### config.mk
export PLATFORM = sky130hd
export DESIGN_NAME = oh_simsched
export DESIGN_NICKNAME = d
export VERILOG_FILES = /design/src/rtl/oh_simsched.sv
export SDC_FILE = /design/constraint.sdc
export NUM_CORES = 1
export LEC_CHECK = 0
export ABC_CLOCK_PERIOD_IN_PS = 3800
export BUFFER_PORTS_ARGS = -buffer_cell sky130_fd_sc_hd__buf_2
export CORE_MARGIN = 2
export CORE_UTILIZATION = 35
export CTS_CLUSTER_DIAMETER = 100
export CTS_CLUSTER_SIZE = 24
export DETAILED_ROUTE_END_ITERATION = 7
export PLACE_DENSITY = 0.62
export SYNTH_ARGS = -nofsm -noshare
export SYNTH_HDL_FRONTEND = slang
export SYNTH_SLANG_ARGS = --single-unit
### constraint.sdc
create_clock -name clk_i -period 3.8 [get_ports clk_i]
set_input_delay 0 -clock clk_i [delete_from_list [all_inputs] [get_ports clk_i]]
set_output_delay 0 -clock clk_i [all_outputs]
set_load 0.02 [all_outputs]
### src/rtl/oh_simsched.sv
// Simulation scoreboard sequencer: buffers a reference stream, compares each
// accepted result against the buffered head, and reports a per-run verdict.
module oh_simsched #(
    parameter int DW      = 32,
    parameter int CW      = 16,
    parameter int DEPTH   = 4,
    parameter int TIMEOUT = 1024
) (
    input  logic          clk_i,
    input  logic          reset_i,
    input  logic          start_i,
    input  logic [CW-1:0] num_i,
    input  logic          ref_valid_i,
    input  logic [DW-1:0] ref_data_i,
    output logic          ref_ready_o,
    input  logic          res_valid_i,
    input  logic [DW-1:0] res_data_i,
    output logic          res_ready_o,
    output logic          busy_o,
    output logic          done_o,
    output logic          pass_o,
    output logic          diff_o,
    output logic [CW-1:0] err_count_o,
    output logic [CW-1:0] first_err_idx_o,
    output logic          timeout_flag_o
);

    localparam int AW = (DEPTH > 1) ? $clog2(DEPTH) : 1;
    localparam int OW = AW + 1;
    localparam int WW = $clog2(TIMEOUT + 1);

    typedef enum logic [1:0] {
        IDLE = 2'd0,
        RUN  = 2'd1,
        DONE = 2'd2
    } state_t;

    state_t        state_q;
    logic [DW-1:0] mem_q [DEPTH];
    logic [AW-1:0] wr_ptr_q, rd_ptr_q;
    logic [OW-1:0] occ_q, occ_d;
    logic [CW-1:0] num_q, ref_cnt_q, res_cnt_q, res_cnt_d;
    logic [CW-1:0] err_count_q, first_err_idx_q;
    logic [WW-1:0] wdog_q;
    logic          timeout_q, diff_q;

    logic push, pop, mismatch, buf_full, buf_empty;

    assign buf_full  = (occ_q == OW'(DEPTH));
    assign buf_empty = (occ_q == '0);

    // Readiness looks only at registered occupancy, so a full buffer never
    // accepts a reference even when a result pops in the same cycle.
    assign ref_ready_o = (state_q == RUN) && !buf_full && (ref_cnt_q < num_q);
    assign res_ready_o = (state_q == RUN) && !buf_empty;

    assign push      = ref_valid_i && ref_ready_o;
    assign pop       = res_valid_i && res_ready_o;
    assign mismatch  = pop && (res_data_i != mem_q[rd_ptr_q]);
    assign res_cnt_d = res_cnt_q + 1'b1;

    always_comb begin
        occ_d = occ_q;
        case ({push, pop})
            2'b10:   occ_d = occ_q + 1'b1;
            2'b01:   occ_d = occ_q - 1'b1;
            default: occ_d = occ_q;
        endcase
    end

    always_ff @(posedge clk_i) begin
        if (push) begin
            mem_q[wr_ptr_q] <= ref_data_i;
        end
    end

    always_ff @(posedge clk_i) begin
        if (reset_i) begin
            state_q         <= IDLE;
            wr_ptr_q        <= '0;
            rd_ptr_q        <= '0;
            occ_q           <= '0;
            num_q           <= '0;
            ref_cnt_q       <= '0;
            res_cnt_q       <= '0;
            err_count_q     <= '0;
            first_err_idx_q <= '0;
            wdog_q          <= '0;
            timeout_q       <= 1'b0;
            diff_q          <= 1'b0;
        end else begin
            diff_q <= 1'b0;
            case (state_q)
                IDLE, DONE: begin
                    if (start_i) begin
                        wr_ptr_q        <= '0;
                        rd_ptr_q        <= '0;
                        occ_q           <= '0;
                        num_q           <= num_i;
                        ref_cnt_q       <= '0;
                        res_cnt_q       <= '0;
                        err_count_q     <= '0;
                        first_err_idx_q <= '0;
                        wdog_q          <= '0;
                        timeout_q       <= 1'b0;
                        state_q         <= (num_i != '0) ? RUN : DONE;
                    end
                end
                RUN: begin
                    occ_q <= occ_d;
                    if (push) begin
                        wr_ptr_q  <= wr_ptr_q + 1'b1;
                        ref_cnt_q <= ref_cnt_q + 1'b1;
                    end
                    if (pop) begin
                        rd_ptr_q  <= rd_ptr_q + 1'b1;
                        res_cnt_q <= res_cnt_d;
                        wdog_q    <= '0;
                        if (mismatch) begin
                            diff_q <= 1'b1;
                            if (err_count_q != '1) begin
                                err_count_q <= err_count_q + 1'b1;
                            end
                            if (err_count_q == '0) begin
                                first_err_idx_q <= res_cnt_q;
                            end
                        end
                        if (res_cnt_d == num_q) begin
                            state_q <= DONE;
                        end
                    end else if (wdog_q == WW'(TIMEOUT - 1)) begin
                        // Watchdog expiry abandons whatever is still buffered.
                        timeout_q <= 1'b1;
                        state_q   <= DONE;
                        wr_ptr_q  <= '0;
                        rd_ptr_q  <= '0;
                        occ_q     <= '0;
                    end else begin
                        wdog_q <= wdog_q + 1'b1;
                    end
                end
                default: state_q <= IDLE;
            endcase
        end
    end

    assign busy_o          = (state_q == RUN);
    assign done_o          = (state_q == DONE);
    assign pass_o          = (state_q == DONE) && (err_count_q == '0) && !timeout_q;
    assign diff_o          = diff_q;
    assign err_count_o     = err_count_q;
    assign first_err_idx_o = first_err_idx_q;
    assign timeout_flag_o  = timeout_q;

endmodule
==> results by group, run 1 <==
Run status
  – Run status: completed

CTS
  – Level count of the clock H-tree: 1
  – Clk sink count: 232
  – Worst-skew pair later-pin latency: 490 ps
  – Cell at the root of the clock tree: clkbuf_16
  – Total CTS buffers: 13
  – Total setup buffers inserted after CTS: 0
  – TritonCTS clock tree: done
  – Maximum root-to-sink buffer count: 3
  – Worst-path clk slew: 100 ps

Worst setup path
  – Critical path launch point type: flip-flop
  – WP data required: 4140 ps
  – Critical-path cell with the highest stage delay: a2111oi_1
  – Worst Setup End Kind: flip-flop
  – Number of buffers and inverters on the critical path: 2
  – Crit-path cells: inv_1 -> ha_1 -> a32o_1 -> a2111oi_1 -> nand2_1 -> a21oi_1 -> inv_1 -> ha_1 -> fa_1 -> xnor2_1 -> nor2_1 -> nor2_1 -> o21ai_0 -> a21oi_1
  – Category of the critical setup timing path: reg -> reg
  – Critical path's top delay family: compound AO/OA/AOI/OAI gates
  – Maximum single-stage delay on the critical path: 430 ps
  – Critical-path maximum fanout: 7
  – Arrival time of data at the critical path endpoint: 3690 ps

Timing
  – Count of endpoints failing setup in the final report: 0
  – Number of hold-slack violations in the final timing report: 0
  – RSZ-0062 raised after global routing: no
  – Setup clock skew after layout: 18.98 ps
  – Final total negative setup slack: 0 ps
  – Share of the clock period used by the worst path after layout: 88.18%
  – Min Clock Period, post-route: 3351 ps
  – Slew at the pin closest to its max-slew limit: 1194 ps
  – Slew Limit Fails: 0
  – Slew margin rel.: 20.40%
  – Maximum frequency from static timing analysis: 0.2984 GHz

Detailed routing
  – Total wire length: 25.59 mm
  – Overall via count from detail_route: 7806
  – DRC: 0
  – Iter 0 DRT Violations: 470
  – Number of nets with antenna violations after routing: 0
  – Detailed-route wire length per cell: 17.01 um
  – Vias per inst: 5.187
  – TritonRoute pass-1 iters: 5

Global routing
  – Total global routing track utilization: 15.66%
  – Number of global-route vias before repair: 7770
  – Maximum number of pins on one net before global-route repair: 66
  – Grt total ovfl: 0
  – Initial antenna violation count: 1
  – Wire length of the first global-routing pass: 41.44 mm

Finish
  – Proportion of layout cells with a drive suffix above 1: 18.95%
  – Design Area, Final: 0.01274 mm2
  – Number of inserted filler cells in the final layout: 2939
  – Area growth syn-to-layout: 17.41%
  – Number of nets in the finished design: 1212

Yosys
  – Syn Inst Count: 949
  – Sequential element share of the synthesized area: 54.61%
  – Post-Synth XOR/XNOR Area: 4.762%
  – Syn nets: 1060
  – Mean post-synth cell area: 11.43 um2
  – Number of enable flip-flop cells after synthesis: 128
  – Syn. warnings: 0
  – Synth unique cells: 64
  – Dominant combinational cell family by area after synthesis: simple AND/OR/NAND/NOR gates
  – Proportion of synthesized flip-flops having asynchronous set or reset: 0%
  – Compound-gate portion of the synthesized area: 9.166%
  – Mapped cell area: 0.01085 mm2
  – Multiplexer area fraction after synthesis: 8.694%
  – Seq cells post-synth: 232
  – Fraction of the mapped netlist area in simple logic gates: 16.51%
  – Commonest register cell after synthesis: edfxtp_1
  – Adder-cell area share of the yosys netlist: 3.067%

Placed design
  – Area of placed instances: 0.01186 mm2
  – Gp weighted congestion: 0.8748
  – Total of buffers placed on input and output ports: 123
  – Dpl hpwl: 17.13 mm

Floorplanning
  – Core area: 0.03059 mm2
  – Std cell rows: 64
  – Die ar.: 0.03243 mm2
  – Die span in x: 180.1 um
  – Vertical die dimension: 180.1 um
  – Top-level port count: 124
  – Effective utilization at floorplan: 35.48%

Power
  – LEAKAGE: 4.397 nW
  – Maximum resistive drop on vdd: 235.9 uV
  – Power density of the placed cells: 360.4 mW/mm2

Hold path
  – Min-Delay Path Class: in -> reg

Flow run
  – Max cap viols: 0
==> cell type report <==
type / instances / area (um2) / area share (%)
Sequential cell: 232 / 5927 / 46.52
Clock inverter: 3 / 21.27 / 0.1669
Multi-Input combinational cell: 638 / 4583 / 35.97
Tap cell: 396 / 495.5 / 3.889
Inverter: 24 / 90.09 / 0.7071
Antenna cell: 1 / 2.502 / 0.01964
Timing Repair Buffer: 192 / 1274 / 9.997
Clock buffer: 19 / 347.8 / 2.730
==> synth_stat cells (3+ instances only) <==
| cell | n | area, um2 |
|---|---|---|
| a2111o_1 | 7 | 78.83 |
| a211o_1 | 3 | 26.28 |
| a211oi_1 | 8 | 60.06 |
| a21o_1 | 9 | 67.56 |
| a21oi_1 | 80 | 400.4 |
| a21oi_2 | 3 | 26.28 |
| a22oi_1 | 3 | 22.52 |
| a31oi_1 | 3 | 18.77 |
| and2_1 | 12 | 75.07 |
| and3_1 | 8 | 50.05 |
| and4_1 | 5 | 43.79 |
| buf_1 | 3 | 11.26 |
| buf_2 | 10 | 50.05 |
| buf_4 | 6 | 45.04 |
| clkbuf_1 | 34 | 127.6 |
| dfxtp_1 | 104 | 2082 |
| edfxtp_1 | 128 | 3844 |
| ha_1 | 25 | 312.8 |
| inv_1 | 22 | 82.58 |
| mux2i_1 | 20 | 200.2 |
| mux4_2 | 32 | 720.7 |
| nand2_1 | 106 | 397.9 |
| nand2b_1 | 8 | 50.05 |
| nand3_1 | 18 | 90.09 |
| nand3b_1 | 18 | 135.1 |
| nand4_1 | 30 | 187.7 |
| nor2_1 | 47 | 176.4 |
| nor2b_1 | 3 | 18.77 |
| nor3_1 | 20 | 100.1 |
| nor3b_1 | 3 | 22.52 |
| nor4_1 | 14 | 87.58 |
| nor4_2 | 4 | 50.05 |
| nor4b_1 | 4 | 35.03 |
| o211ai_1 | 6 | 45.04 |
| o21ai_0 | 22 | 110.1 |
| o41ai_1 | 3 | 26.28 |
| or3_1 | 26 | 162.7 |
| or4_1 | 3 | 22.52 |
| xnor2_1 | 48 | 420.4 |
| xor2_1 | 11 | 96.34 |
==> flip-flops by register name, summed over array words and instances, names as in the netlist, 3 cells and up, named ones only <==
| name | cells |
|---|---|
| err_count_o | 16 |
| ref_cnt_q | 16 |
| occ_q | 3 |
| first_err_idx_o | 16 |
| num_q | 16 |
| res_cnt_q | 16 |
| mem_q | 128 |
| wdog_q | 11 |
==> layout by cell type, fill, tap and decap left out, types with 9 or more instances in the layout <==
cell / count
nor2_1: 47
buf_4: 17
edfxtp_1: 128
nor3_1: 20
dlygate4sd3_1: 51
and2_1: 12
a21oi_1: 80
ha_1: 25
inv_1: 22
dfxtp_1: 103
buf_2: 123
nand2_1: 106
mux2i_1: 20
clkbuf_16: 13
mux4_2: 32
or3_1: 26
nand4_1: 30
a21o_1: 9
nand3_1: 18
nand3b_1: 18
o21ai_0: 22
xor2_1: 11
xnor2_1: 48
nor4_1: 14
==> path summary, 6_finish.rpt <==
kind                       start                  end  slack, ps  cells after the start
max                    num_q[15]             occ_q[2]        450                     14
min                  ref_valid_i         ref_cnt_q[5]         70                      4
max reg2reg            num_q[15]             occ_q[2]        450                     14
min reg2reg  first_err_idx_o[13]  first_err_idx_o[13]        450                      2
==> power breakdown <==
part | switching (W) | leakage [nW] | internal (W)
logic | 0.000246 | 2.22 | 0.000182
clock network | 0.000812 | 0.176 | 0.000653
registers | 0.0000223 | 2.00 | 0.00268
==> stage by stage <==
stage,power [W],instances,worst slack (ps),hold slack (ps),util [%]
2_1_floorplan,0.002991,949,613.5,98.87,-
3_3_place_gp,0.003134,1431,454.2,216.5,38.76
3_5_place_dp,0.003141,1431,371.0,221.0,38.76
4_1_cts,0.004653,1504,350.4,64.06,41.64
5_1_grt,0.004790,1505,151.1,82.01,41.65
6_report,0.004591,1505,449.3,71.51,41.65
==> logic make-up after synthesis <==
group,after synthesis
compound gates,160
xor+xnor,59
fa+ha+maj,26
buf+inv,79
flops,232
mux,54
simple gates,339
==> timing repair <==
item,CTS,global route
setup endpoints to repair,0,1
hold buffers,51,0
gates resized for setup,0,1
endpoints found under the hold margin,149,0
==> worst min-delay path, delay by kind of cell <==
kind / cells / cell delay [ps]
multiplexers: 1 / 110
AO/OA/AOI/OAI: 1 / 100
buffers and inverters: 1 / 120
AND/OR/NAND/NOR: 1 / 180
==> metal layers <==
| layer | GRT usage [%] | wire (um) | part of all wire (%) |
|---|---|---|---|
| met4 | 4.839 | 663 | 2.6 |
| met3 | 1.900 | 980 | 3.8 |
| met2 | 25.75 | 12030 | 47 |
| met1 | 21.71 | 11920 | 47 |
| met5 | 0 | 0 | 0 |
Note: power is estimated with default switching activity, not from simulation.
==> inputs of run 2 (changes only) <==
--- a/config.mk
+++ b/config.mk
@@ -13,6 +13,7 @@
 export CTS_CLUSTER_SIZE = 24
 export DETAILED_ROUTE_END_ITERATION = 7
 export PLACE_DENSITY = 0.62
+export RECOVER_POWER = 100
 export SYNTH_ARGS = -nofsm -noshare
 export SYNTH_HDL_FRONTEND = slang
 export SYNTH_SLANG_ARGS = --single-unit
==> results by group, run 2 (same netlist as run 1, synthesis figures left out) <==
Global routing
  – Wire length of the first global-routing pass: 41.44 mm (unchanged)
  – Number of global-route vias before repair: 7770 (unchanged)
  – Maximum number of pins on one net before global-route repair: 66 (unchanged)
  – Initial antenna violation count: 1 (unchanged)
  – Total global routing track utilization: 15.66% (unchanged)
  – Grt total ovfl: 0 (unchanged)
  – Met2 capacity usage during global routing: 25.75% (unchanged)
  – Most crowded layer after global routing: met2
  – Fraction of met3 tracks used by global routing: 1.900% (unchanged)
  – Met1 demand-to-capacity share in global routing: 21.71% (unchanged)

Floorplanning
  – Top-level port count: 124 (unchanged)
  – Die span in x: 180.1 um (unchanged)
  – Die ar.: 0.03243 mm2 (unchanged)
  – Std cell rows: 64 (unchanged)
  – Effective utilization at floorplan: 35.48% (unchanged)
  – Vertical die dimension: 180.1 um (unchanged)
  – Core area: 0.03059 mm2 (unchanged)

Hold path
  – Min-Delay Path Class: in -> reg
  – Worst Hold Path Cells: 4 (unchanged)

Power
  – LEAKAGE: 4.122 nW (-6.3%)
  – Combinational power share: 9.2% (about the same)
  – Power density of the placed cells: 363.3 mW/mm2 (+0.82%)
  – Maximum resistive drop on vdd: 235.9 uV (about the same)
  – Switching Power: 0.001081 W (about the same)
  – Switching power as a share of total power: 23.57% (+0.037 points)
  – Sequential fraction of design power: 58.9% (about the same)
  – Share of power burned in the clock network: 32.0% (about the same)
  – Internal power component: 0.003503 W (-0.21%)

Timing
  – Maximum frequency from static timing analysis: 0.2876 GHz (-3.6%)
  – Setup clock skew after layout: 17.10 ps (-1.886 ps)
  – Share of the clock period used by the worst path after layout: 91.49% (+3.3 points)
  – Slew Limit Fails: 66 (+66)
  – Final total negative setup slack: 0 ps (unchanged)
  – Slew margin rel.: -91.87% (-110 points)
  – Min Clock Period, post-route: 3477 ps (+125.8 ps)
  – RSZ-0062 raised after global routing: no
  – Count of endpoints failing setup in the final report: 0 (unchanged)
  – Slew at the pin closest to its max-slew limit: 2878 ps (+1684 ps)
  – Number of hold-slack violations in the final timing report: 0 (unchanged)

Worst setup path
  – Worst setup slack for register-to-register paths: 320 ps (-130 ps)
  – Worst setup endpoint: state_q[1]
  – Arrival time of data at the critical path endpoint: 3860 ps (+170 ps)
  – Category of the critical setup timing path: reg -> reg
  – Critical-path maximum fanout: 18 (+11)
  – Critical path launch point type: flip-flop
  – End of the worst register-to-register path: state_q[1]
  – WP data required: 4180 ps (+40 ps)
  – Count of cells along the worst register-to-register path: 11 (-3)
  – Worst Setup SP: state_q[0]
  – Worst Setup End Kind: flip-flop
  – Beginning of the worst register-to-register path: state_q[0]

Placed design
  – Gp weighted congestion: 0.8748 (unchanged)
  – Total of buffers placed on input and output ports: 123 (unchanged)
  – Area of placed instances: 0.01186 mm2 (unchanged)
  – Dpl hpwl: 17.13 mm (unchanged)

CTS
  – Cell at the root of the clock tree: clkbuf_16
  – Total CTS buffers: 13 (unchanged)
  – Worst-skew pair later-pin latency: 490 ps (about the same)
  – Maximum root-to-sink buffer count: 3 (unchanged)
  – Level count of the clock H-tree: 1 (unchanged)
  – TritonCTS clock tree: done
  – Clk sink count: 232 (unchanged)
  – Worst-path clk slew: 100 ps (about the same)

Run status
  – Violations in the final reports: max-capacitance violations, max-slew violations
  – Run status: finished with violations

Detailed routing
  – DRC: 0 (unchanged)
  – Number of nets with antenna violations after routing: 0 (unchanged)
  – Detailed-route wire length per cell: 17.02 um (+0.11%)
  – Overall via count from detail_route: 7802 (-0.051%)
  – Total wire length: 25.62 mm (+0.11%)
  – TritonRoute pass-1 iters: 5 (unchanged)
  – Iter 0 DRT Violations: 515 (+9.6%)
  – Vias per inst: 5.184 (about the same)

Finish
  – Proportion of layout cells with a drive suffix above 1: 11.73% (-7.2 points)
  – Most common library cell in the layout ignoring fill and taps: edfxtp_1
  – Most frequent cells in the layout: edfxtp_1, nand2_1, dfxtp_1
  – Design Area, Final: 0.01262 mm2 (-0.97%)
  – Top register by number of flip-flops: mem_q
  – Number of nets in the finished design: 1212 (unchanged)
  – Area growth syn-to-layout: 16.27%
  – Number of flip-flops under the largest register name: 128 (unchanged)

Flow run
  – Max cap viols: 1 (+1)
run 2: cell types whose count changed in the layout (fill, tap and decap cells not counted), sizes merged:
cell,change
clkinv,+1
clkbuf,+77
buf,-77
inv,-1
run 2: critical path, stage by stage, from the launching register on:
cell      delay, ps
dfxtp_1         450
nand2b_1        240
clkinv_1        100
and2_0          260
nand2_2          80
inv_1           500
nor3_1          160
a2111o_1        440
a2111o_1        310
o41ai_1         500
o21ai_0         170
a21oi_1         160
run 2: final cells by class:
| cell class | count | area (um2) |
|---|---|---|
| fillers | 2974 | 17970 |
| flip-flops and latches | 232 | 5926 |
| multi-input cells | 638 | 4558 |
| repair buffers | 192 | 1176 |
| well taps | 396 | 495.5 |
| clock buffers | 19 | 347.8 |
| inverters | 24 | 90.09 |
| clock inverters | 3 | 21.27 |
| diodes | 1 | 2.502 |
run 2: what timing repair did:
item / 4_1_cts / 5_1_grt
hold buffers: 51 / 0
hold endpoints to repair: 149 / 0
endpoints found under the setup margin: 0 / 1
gates resized for setup: 0 / 1
setup buffers: 0 / 0
run 2: how the worst min path moves through the flow:
stage                   startpoint            to
floorplan            ref_data_i[0]   mem_q[0][0]
global placement    ref_data_i[29]  mem_q[2][29]
detailed placement  ref_data_i[24]  mem_q[0][24]
CTS                    ref_valid_i  ref_cnt_q[5]
global route           ref_valid_i   wr_ptr_q[1]
finish                 ref_valid_i  ref_cnt_q[5]
run 2: per-layer routing:
| metal | wire [um] | up-vias |
|---|---|---|
| li1 | - | 3819 |
| met1 | 12060 | 3779 |
| met2 | 12030 | 161 |
| met3 | 868 | 43 |
| met4 | 664 | 0 |
| met5 | 0 | - |
run 2: power by group through the flow:
stage | clock, W | combinational (W) | sequential [W]
after floorplan | 0 | 0.000243 | 0.00275
after CTS | 0.00153 | 0.000429 | 0.00270
after detailed placement | 0 | 0.000385 | 0.00276
final | 0.00147 | 0.000420 | 0.00270
after global placement | 0 | 0.000380 | 0.00275
after global routing | 0.00161 | 0.000464 | 0.00270
run 2: metrics by stage:
| step | hold WS (ps) | std cells | power, W | utilization [%] | setup WS (ps) |
|---|---|---|---|---|---|
| finish | 74.32 | 1505 | 0.004584 | 41.25 | 323.5 |
| global route | 82.97 | 1505 | 0.004782 | 41.25 | 102.2 |
| CTS | 64.06 | 1504 | 0.004653 | 41.64 | 350.4 |
| detailed placement | 221.0 | 1431 | 0.003141 | 38.76 | 371.0 |
| global placement | 216.5 | 1431 | 0.003134 | 38.76 | 454.2 |
| floorplan | 98.87 | 949 | 0.002991 | - | 613.5 |
==> inputs of run 3 (changes only) <==
--- a/config.mk
+++ b/config.mk
@@ -5,14 +5,14 @@
 export SDC_FILE = /design/constraint.sdc
 export NUM_CORES = 1
 export LEC_CHECK = 0
-export ABC_CLOCK_PERIOD_IN_PS = 3800
+export ABC_CLOCK_PERIOD_IN_PS = 2900
 export BUFFER_PORTS_ARGS = -buffer_cell sky130_fd_sc_hd__buf_2
 export CORE_MARGIN = 2
 export CORE_UTILIZATION = 35
 export CTS_CLUSTER_DIAMETER = 100
 export CTS_CLUSTER_SIZE = 24
 export DETAILED_ROUTE_END_ITERATION = 7
-export PLACE_DENSITY = 0.62
+export PLACE_DENSITY = 0.64
 export RECOVER_POWER = 100
 export SYNTH_ARGS = -nofsm -noshare
 export SYNTH_HDL_FRONTEND = slang
==> constraint.sdc (replaced) <==
create_clock -name clk_i -period 2.9 [get_ports clk_i]
set_input_delay 0 -clock clk_i [delete_from_list [all_inputs] [get_ports clk_i]]
set_output_delay 0 -clock clk_i [all_outputs]
set_load 0.02 [all_outputs]
==> results by group, run 3 (same netlist as run 1, synthesis figures left out) <==
Timing
  – Slew Limit Fails: 0 (-100%)
  – Number of hold-slack violations in the final timing report: 0 (unchanged)
  – Count of endpoints failing setup in the final report: 10 (+10)
  – Final total negative setup slack: -238.2 ps (-238.2 ps)
  – Worst hold-check slack: 33.93 ps (-40.39 ps)
  – Setup clock skew after layout: 14.13 ps (-2.966 ps)
  – Min Clock Period, post-route: 2931 ps (-545.3 ps)
  – Maximum frequency from static timing analysis: 0.3412 GHz (+19%)
  – RSZ-0062 raised after global routing: yes
  – Share of the clock period used by the worst path after layout: 101.1% (+9.6 points)
  – Slew margin rel.: 25.73% (+120 points)
  – Worst Slack Setup Final: -31.23 ps (-354.7 ps)
  – Slew at the pin closest to its max-slew limit: 1114 ps (-1764 ps)

Worst setup path
  – WP data required: 3220 ps (-960 ps)
  – Critical-path maximum fanout: 8 (-10)
  – Critical path's top delay family: buffers and inverters
  – Critical path launch point type: flip-flop
  – Maximum single-stage delay on the critical path: 510 ps (about the same)
  – Critical-path cell with the highest stage delay: mux4_2
  – Number of buffers and inverters on the critical path: 5 (+3)
  – Category of the critical setup timing path: reg -> reg
  – Crit-path cells: buf_12 -> buf_4 -> mux4_2 -> xnor2_1 -> nand4_1 -> nor4_4 -> buf_4 -> a21oi_4 -> a21oi_4 -> buf_12 -> clkbuf_16 -> nand3b_1 -> a21oi_1
  – Worst Setup End Kind: flip-flop
  – Arrival time of data at the critical path endpoint: 3260 ps (-600 ps)

Placed design
  – Gp weighted congestion: 0.8386 (-4.1%)
  – Area of placed instances: 0.01238 mm2 (+4.4%)
  – Total of buffers placed on input and output ports: 123 (unchanged)
  – Dpl hpwl: 18.18 mm (+6.1%)

Detailed routing
  – Overall via count from detail_route: 8153 (+4.5%)
  – Number of nets with antenna violations after routing: 0 (unchanged)
  – Vias per inst: 5.183 (about the same)
  – Iter 0 DRT Violations: 498 (-3.3%)
  – TritonRoute pass-1 iters: 5 (unchanged)
  – DRC: 0 (unchanged)
  – Total wire length: 26.58 mm (+3.7%)
  – Detailed-route wire length per cell: 16.89 um (-0.76%)

CTS
  – Level count of the clock H-tree: 1 (unchanged)
  – Maximum root-to-sink buffer count: 3 (unchanged)
  – Worst-path clk slew: 100 ps (about the same)
  – TritonCTS clock tree: done
  – Clk sink count: 232 (unchanged)
  – Total CTS buffers: 13 (unchanged)
  – Cell at the root of the clock tree: clkbuf_16
  – Worst-skew pair later-pin latency: 480 ps (about the same)

Power
  – Maximum resistive drop on vdd: 300.7 uV (+27%)
  – Power density of the placed cells: 450.7 mW/mm2 (+24%)
  – Switching power as a share of total power: 23.37% (-0.21 points)
  – Combinational power share: 11.0% (+1.8 points)
  – Final total power: 0.006085 W (+33%)
  – Sequential fraction of design power: 58.0% (-0.9 points)
  – LEAKAGE: 4.616 nW (+12%)
  – Switching Power: 0.001422 W (+32%)
  – Share of power burned in the clock network: 31.0% (-1.0 points)
  – Internal power component: 0.004663 W (+33%)

Global routing
  – Grt total ovfl: 0 (unchanged)
  – Maximum number of pins on one net before global-route repair: 95 (+44%)
  – Total global routing track utilization: 15.71% (+0.055 points)
  – Initial antenna violation count: 1 (unchanged)
  – Wire length of the first global-routing pass: 41.90 mm (+1.1%)
  – Number of global-route vias before repair: 7879 (+1.4%)

Finish
  – Number of inserted filler cells in the final layout: 2869 (-3.5%)
  – Design Area, Final: 0.01350 mm2 (+7.0%)
  – Most frequent cells in the layout: edfxtp_1, nand2_1, dfxtp_1
  – Proportion of layout cells with a drive suffix above 1: 20.15% (+8.4 points)
  – Number of nets in the finished design: 1282 (+5.8%)
  – Number of flip-flops under the largest register name: 128 (unchanged)
  – Area growth syn-to-layout: 24.42%
  – Most common library cell in the layout ignoring fill and taps: edfxtp_1
  – Top register by number of flip-flops: mem_q

Flow run
  – Max cap viols: 0 (-1)

Floorplanning
  – Die span in x: 180.1 um (unchanged)
  – Die ar.: 0.03243 mm2 (unchanged)
  – Effective utilization at floorplan: 35.48% (unchanged)
  – Top-level port count: 124 (unchanged)
  – Vertical die dimension: 180.1 um (unchanged)
  – Core area: 0.03059 mm2 (unchanged)
  – Std cell rows: 64 (unchanged)

Run status
  – Run status: finished with violations
  – Violations in the final reports: negative setup slack

Hold path
  – Min-Delay Path Class: in -> reg
## run 3: changes by cell type in the layout (fill, tap and decap cells not counted), sizes merged
cell,before,now
buf,64,139
inv,24,26
dlygate4sd3,51,50
clkbuf,96,91
clkinv,2,0
clkinvlp,1,0
## run 3: worst register-to-register path: cells and delay by family (launching register included)
kind            cells  cell delay (ps)
xor+xnor            1              160
mux                 1              510
compound gates      3              330
flops               1              400
buf+inv             5              750
simple gates        3              620
## run 3: layout make-up
| cell class | count | area (um2) | area share [%] |
|---|---|---|---|
| diodes | 1 | 2.502 | 0.01853 |
| clock buffers | 18 | 344.1 | 2.548 |
| clock inverters | 2 | 17.52 | 0.1297 |
| inverters | 24 | 90.09 | 0.6672 |
| multi-input cells | 638 | 4745 | 35.14 |
| flip-flops and latches | 232 | 5937 | 43.97 |
| well taps | 396 | 495.5 | 3.670 |
| repair buffers | 262 | 1871 | 13.85 |
## run 3: power groups by stage
stage | clock network [W] | logic (W) | registers [W]
final | 0.00189 | 0.000671 | 0.00353
after global routing | 0.00206 | 0.000731 | 0.00353
after CTS | 0.00196 | 0.000637 | 0.00353
after detailed placement | 0 | 0.000562 | 0.00360
after global placement | 0 | 0.000555 | 0.00360
after floorplan | 0 | 0.000321 | 0.00360
## run 3: final timing paths
check / startpoint / end / slack, ps / cells after the start
min: reset_i / err_count_o[7] / 30 / 4
min reg2reg: first_err_idx_o[12] / first_err_idx_o[12] / 460 / 2
max reg2reg: flip-flop / first_err_idx_o[12] / -30 / 13
max: flip-flop / first_err_idx_o[12] / -30 / 13
## run 3: timing repair
item                                    in CTS  in global routing
gates cloned                                 0                  4
resized for setup                           12                 27
buffers inserted                             4                  8
hold buffers                                50                  0
pin swaps                                   10                 29
endpoints found under the setup margin      33                 43
endpoints found under the hold margin      150                  0
## run 3: stage by stage
step                utilization [%]  setup WS, ps  cells
CTS                           43.57        -14.12   1560
detailed placement            40.47        -137.5   1486
global route                  44.13        -252.5   1572
finish                        44.14        -31.23   1573
global placement              40.47        -69.40   1486
floorplan                         -        -53.71    949
## run 3: layer usage
metal / GRT usage (%) / part of all wire (%)
met2: 26.31 / 49
met1: 21.48 / 45
met3: 1.637 / 3.4
met4: 5.032 / 2.8
met5: 0 / 0
